<file path="src/rtl/seg7_scan_driver.sv">
// Multiplexed 7-segment scan driver with PWM brightness,
// double-buffered frame-aligned updates and leading-zero blanking.
module seg7_scan_driver #(
  parameter int DIGITS  = 4,
  parameter int CLK_DIV = 2048
) (
  input  logic                  CLK,
  input  logic                  RST,
  input  logic [4*DIGITS-1:0]   value,
  input  logic [DIGITS-1:0]     dots,
  input  logic                  load,
  input  logic                  lz_en,
  input  logic [3:0]            brightness,
  output logic [7:0]            seg,
  output logic [DIGITS-1:0]     dig,
  output logic                  pending,
  output logic                  frame_start
);

  localparam int PW = (CLK_DIV > 1) ? $clog2(CLK_DIV) : 1;
  localparam int SW = (DIGITS > 1) ? $clog2(DIGITS) : 1;
  localparam logic [PW-1:0] PMAX = PW'(CLK_DIV - 1);
  localparam logic [SW-1:0] SMAX = SW'(DIGITS - 1);

  logic [PW-1:0]         r_pre;
  logic [3:0]            r_slot;
  logic [SW-1:0]         r_scan;
  logic [4*DIGITS-1:0]   r_act_val;
  logic [DIGITS-1:0]     r_act_dots;
  logic [4*DIGITS-1:0]   r_pnd_val;
  logic [DIGITS-1:0]     r_pnd_dots;
  logic                  r_pending;
  logic [7:0]            r_seg;
  logic [DIGITS-1:0]     r_dig;
  logic                  r_bnd_d;
  logic                  r_frame_start;

  logic                  w_tick;
  logic                  w_swrap;
  logic                  w_bound;
  logic                  w_on;
  logic [3:0]            w_nib;
  logic                  w_dot;
  logic                  w_sup;
  logic [DIGITS-1:0]     w_onehot;
  logic [DIGITS-1:0]     w_supv;
  logic                  w_zacc;

  assign w_tick  = (r_pre == PMAX);
  assign w_swrap = w_tick && (r_slot == 4'hF);
  assign w_bound = w_swrap && (r_scan == SMAX);
  assign w_on    = (r_slot < brightness) && (r_slot != 4'hF);

  function automatic logic [6:0] f_dec(input logic [3:0] n);
    logic [6:0] s;
    unique case (n)
      4'h0: s = 7'h40;
      4'h1: s = 7'h79;
      4'h2: s = 7'h24;
      4'h3: s = 7'h30;
      4'h4: s = 7'h19;
      4'h5: s = 7'h12;
      4'h6: s = 7'h02;
      4'h7: s = 7'h78;
      4'h8: s = 7'h00;
      4'h9: s = 7'h10;
      4'hA: s = 7'h08;
      4'hB: s = 7'h03;
      4'hC: s = 7'h46;
      4'hD: s = 7'h21;
      4'hE: s = 7'h06;
      default: s = 7'h0E;
    endcase
    return s;
  endfunction

  // Prescaler, PWM slot and scan-index counters
  always_ff @(posedge CLK or posedge RST) begin
    if (RST) begin
      r_pre  <= '0;
      r_slot <= '0;
      r_scan <= '0;
    end else begin
      r_pre <= w_tick ? '0 : r_pre + 1'b1;
      if (w_tick)
        r_slot <= r_slot + 4'd1;
      if (w_swrap)
        r_scan <= (r_scan == SMAX) ? '0 : r_scan + 1'b1;
    end
  end

  // Pending/active buffers; active only changes on a frame boundary
  always_ff @(posedge CLK or posedge RST) begin
    if (RST) begin
      r_act_val  <= '0;
      r_act_dots <= '0;
      r_pnd_val  <= '0;
      r_pnd_dots <= '0;
      r_pending  <= 1'b0;
    end else if (w_bound) begin
      r_pending <= 1'b0;
      if (load) begin
        r_act_val  <= value;
        r_act_dots <= dots;
      end else if (r_pending) begin
        r_act_val  <= r_pnd_val;
        r_act_dots <= r_pnd_dots;
      end
    end else if (load) begin
      r_pnd_val  <= value;
      r_pnd_dots <= dots;
      r_pending  <= 1'b1;
    end
  end

  // Select current digit data and leading-zero status
  always_comb begin
    w_nib    = 4'h0;
    w_dot    = 1'b0;
    w_sup    = 1'b0;
    w_onehot = '0;
    w_supv   = '0;
    w_zacc   = 1'b1;
    for (int i = DIGITS - 1; i >= 0; i--) begin
      w_zacc    = w_zacc && (r_act_val[4*i +: 4] == 4'h0);
      w_supv[i] = w_zacc && (i != 0);
    end
    for (int i = 0; i < DIGITS; i++) begin
      if (r_scan == SW'(i)) begin
        w_nib       = r_act_val[4*i +: 4];
        w_dot       = r_act_dots[i];
        w_sup       = w_supv[i];
        w_onehot[i] = 1'b1;
      end
    end
  end

  // Registered pin drive and frame-start pulse
  always_ff @(posedge CLK or posedge RST) begin
    if (RST) begin
      r_seg         <= 8'hFF;
      r_dig         <= '0;
      r_bnd_d       <= 1'b0;
      r_frame_start <= 1'b0;
    end else begin
      r_bnd_d       <= w_bound;
      r_frame_start <= r_bnd_d;
      if (w_on) begin
        r_seg <= {~w_dot, (lz_en && w_sup) ? 7'h7F : f_dec(w_nib)};
        r_dig <= w_onehot;
      end else begin
        r_seg <= 8'hFF;
        r_dig <= '0;
      end
    end
  end

  assign seg         = r_seg;
  assign dig         = r_dig;
  assign pending     = r_pending;
  assign frame_start = r_frame_start;

endmodule

</file>
<file path="config.mk">
export PLATFORM = sky130hd
export DESIGN_NAME = seg7_scan_driver
export DESIGN_NICKNAME = d
export VERILOG_FILES = /design/src/rtl/seg7_scan_driver.sv
export SDC_FILE = /design/constraint.sdc
export NUM_CORES = 1
export LEC_CHECK = 0
export BUFFER_PORTS_ARGS = -buffer_cell sky130_fd_sc_hd__buf_2
export CORE_ASPECT_RATIO = 0.6
export CORE_MARGIN = 2
export CORE_UTILIZATION = 58
export DETAILED_ROUTE_END_ITERATION = 10
export PLACE_DENSITY_LB_ADDON = 0.25
export SYNTH_ARGS = -nofsm -noshare
export SYNTH_HDL_FRONTEND = slang
export SYNTH_SLANG_ARGS = --single-unit
</file>
<file path="constraint.sdc">
create_clock -name CLK -period 3.4 [get_ports CLK]
set_input_delay 0.85 -clock CLK [delete_from_list [all_inputs] [get_ports CLK]]
set_output_delay 0.85 -clock CLK [all_outputs]
set_load 0.05 [all_outputs]
</file>
==> flow_metrics.py <==
metrics = {
    "routing": {
        "detail_route.iter0.violations": 91,
        "firstDrtPassIters": 4,
        "antenna_left": 0,
        "wirelength_um": 6534,
        "viasPerCell": 5.404,
        "wl_per_cell_um": 14.82,
        "route.detailed.drc": 0,
        "num_vias": 2383,
    },
    "sta": {
        "report.final.slew_viol_count": 0,
        "slew_headroom_pct": 21.96,
        "clock_skew_ps": 9.366,
        "finalCritPeriodShare_pct": 76.79,
        "setup_viol": 0,
        "fin_setup_tns_ps": 0,
        "fin_crit_ps": 2611,
        "finalHoldViolations": 0,
        "setup_ws_ps": 789.3,
        "fmax_ghz": 0.3830,
        "worstMarginPinSlew_ps": 1171,
        "rsz0062_at_grt": "no",
    },
    "grt": {
        "grtUsageTotal_pct": 21.53,
        "grt_pass1_vias": 2300,
        "grt_max_degree": 41,
        "grt_pass1_wl_um": 11210,
        "overflow": 0,
        "antenna_found_initial": 0,
    },
    "clock_network": {
        "cts_htree_levels": 3,
        "cts_tree": "yes",
        "clock_sinks": 72,
        "root_buffer": "clkbuf_8",
        "holdBufCountCts": 0,
        "cts_buffers": 9,
        "clk_latency_ps": 350,
        "cts_buffer_depth": 2,
        "post_cts_buffers": 0,
        "clk_pin_slew_ps": 80,
        "cts_resized": 0,
    },
    "place": {
        "dp_cells": 425,
        "portBuffers": 41,
        "gp_congestion": 0.8406,
        "place.detailed.hpwl_um": 4524,
        "dp_slack_ps": 829.6,
    },
    "worst_setup_path": {
        "path_class": "flip-flop to flip-flop",
        "cp-end-kind": "flip-flop",
        "worstPathRequired_ps": 3660,
        "path_buf_inv": 2,
        "critPathLaunchType": "flip-flop",
        "cp_slowest_cell": "nor2_1",
        "cp_data_arrival_time_ps": 2870,
        "crit_path_frequent_cell": "ha_1",
        "path_cells": "ha_1 -> nor2_1 -> o211ai_1 -> o311ai_0 -> buf_4 -> inv_1 -> ha_1 -> nor3_1 -> o31ai_1",
        "cpPeakStageDelay_ps": 450,
        "crit_fanout": 17,
        "path_delay_family": "simple AND/OR/NAND/NOR gates",
    },
    "logic_synthesis": {
        "yosysTopAreaCellShare_pct": 44.51,
        "synthCells": 310,
        "yosys_warnings": 0,
        "postSynthAreaPerCell_um2": 11.61,
        "ys_seq_elements": 72,
        "synth_edf_count": 0,
        "yosysSeqAreaShare_pct": 50.35,
        "synth_cell_types": 47,
        "async_reset_ff_share_pct": 100.0,
        "synth_top_area_cell": "dfrtp_1",
        "syn-num-nets": 354,
        "synth_area_leaders": "dfrtp_1, mux2_4, mux2i_1",
        "ys.flop_type": "dfrtp_1",
        "synth_most_common_cell": "dfrtp_1",
        "synth.cell_area_mm2": 0.003598,
        "yosys-top-cells-count": "dfrtp_1, nand2_1, mux2i_1",
    },
    "layout": {
        "diodes": 0,
        "area_growth_pct": 11.82,
        "drive_above_1_share_pct": 27.45,
        "stdcell_count": 441,
        "finalNetCount": 396,
        "fill_cells": 479,
        "fin_util_pct": 66.45,
    },
    "power_and_ir_drop": {
        "power_uw": 1713,
        "p_leak_uw": 0.001973,
        "p_per_area_mw_per_mm2": 425.6,
        "peakVddDrop_uv": 239.6,
    },
    "die": {
        "core_area_mm2": 0.006056,
        "dieHeight_um": 65.01,
        "dieArea_mm2": 0.006871,
        "rows": 22,
        "io_pins": 42,
        "chipWidth_um": 105.7,
        "start_util_pct": 59.42,
    },
    "run": {
        "drv_cap": 0,
    },
    "worst_hold_path": {
        "hold_path_class": "flip-flop to flip-flop",
    },
    "run_status": {
        "status": "finished, final reports clean",
    },
}
-- path summary, 6_finish.rpt --
| path | from | end | slack [ps] | depth (start not counted) |
|---|---|---|---|---|
| min in group asynchronous | RST | dig[3] | 630 | 2 |
| max reg2reg | r_scan[0] | seg[0] | 790 | 9 |
| max in group asynchronous | RST | seg[4] | 2070 | 3 |
| max | r_scan[0] | seg[0] | 790 | 9 |
| min | r_bnd_d | frame_start | 360 | 0 |
| min reg2reg | r_bnd_d | frame_start | 360 | 0 |
-- worst reg2reg max path, stage by stage (launching register included) --
cell and delay [ps]:
dfrtp_1 430, ha_1 420, nor2_1 450, o211ai_1 170, o311ai_0 160, buf_4 240
inv_1 80, ha_1 250, nor3_1 210, o31ai_1 110
-- through the flow --
step	hold WS, ps	area (um^2)
finish	356.7	4024
floorplan	331.2	3598
CTS	360.8	4024
detailed placement	344.2	3851
global placement	340.5	3851
global route	361.6	4024
-- report_power, final --
group	leakage (uW)	switching, uW	internal (uW)	total [uW]
clock network	0.0000878	312	279	590
logic	0.000988	109	88.4	198
registers	0.000897	21.6	903	924
-- cell families after synthesis --
kind of cell / share of synthesized area (%)
fa+ha+maj: 5.563
buf+inv: 4.033
mux: 15.37
flops: 50.35
xor+xnor: 2.434
compound gates: 9.214
simple gates: 13.04
-- placed cells by master, fill, tap and decap left out, types with 2 or more instances in the layout --
cell type	Yosys	layout
ha_1	16	16
o31ai_1	2	2
inv_1	12	11
buf_4	1	3
clkinv_2	0	4
dfstp_2	8	8
nand2_1	35	35
dfrtp_1	64	64
buf_2	8	41
a311oi_2	2	2
o21ai_0	5	5
mux2_4	20	20
nor3b_1	3	3
nand3b_1	4	4
nor2_1	10	10
nand2b_1	2	2
o21ai_1	21	21
o211ai_1	4	4
and3_1	3	3
nor3_1	4	4
a311o_1	2	2
nand4_1	3	3
nor4_1	3	3
clkbuf_8	0	10
xor2_1	6	6
xnor2_1	4	4
nor2b_1	3	3
a211oi_1	2	2
nand3_1	8	8
clkinvlp_4	0	2
or3_1	2	2
and2_1	4	4
a21oi_1	6	6
mux2i_1	23	23
mux2_2	2	2
o311ai_0	2	2
-- per-layer routing --
metal  track usage (%)  vias to the layer above  part of all wire [%]
met2             30.32                       73                    42
met5                 0                        -                     0
met4             7.401                        0                  0.98
met1             31.49                     1124                    52
li1                  -                     1178                     -
met3             6.740                        8                   5.3
-- registers in the layout, summed over array words and instances (netlist names), 2 cells and up --
| signal | count |
|---|---|
| r_pnd_dots | 4 |
| r_scan | 2 |
| r_pnd_val | 16 |
| r_slot | 4 |
| r_act_val | 16 |
| dig | 4 |
| r_act_dots | 4 |
| seg | 8 |
| r_pre | 11 |
-- cell type report --
cell class | count | area [um^2] | area share (%)
sequential | 72 | 1812 | 45.02
multi-input combinational | 212 | 1642 | 40.80
timing repair buffer | 45 | 247.7 | 6.157
clock buffer | 10 | 137.6 | 3.420
tap | 84 | 105.1 | 2.612
inverter | 12 | 45.04 | 1.119
clock inverter | 6 | 35.03 | 0.8706
Power figures use the tool's default switching activity.
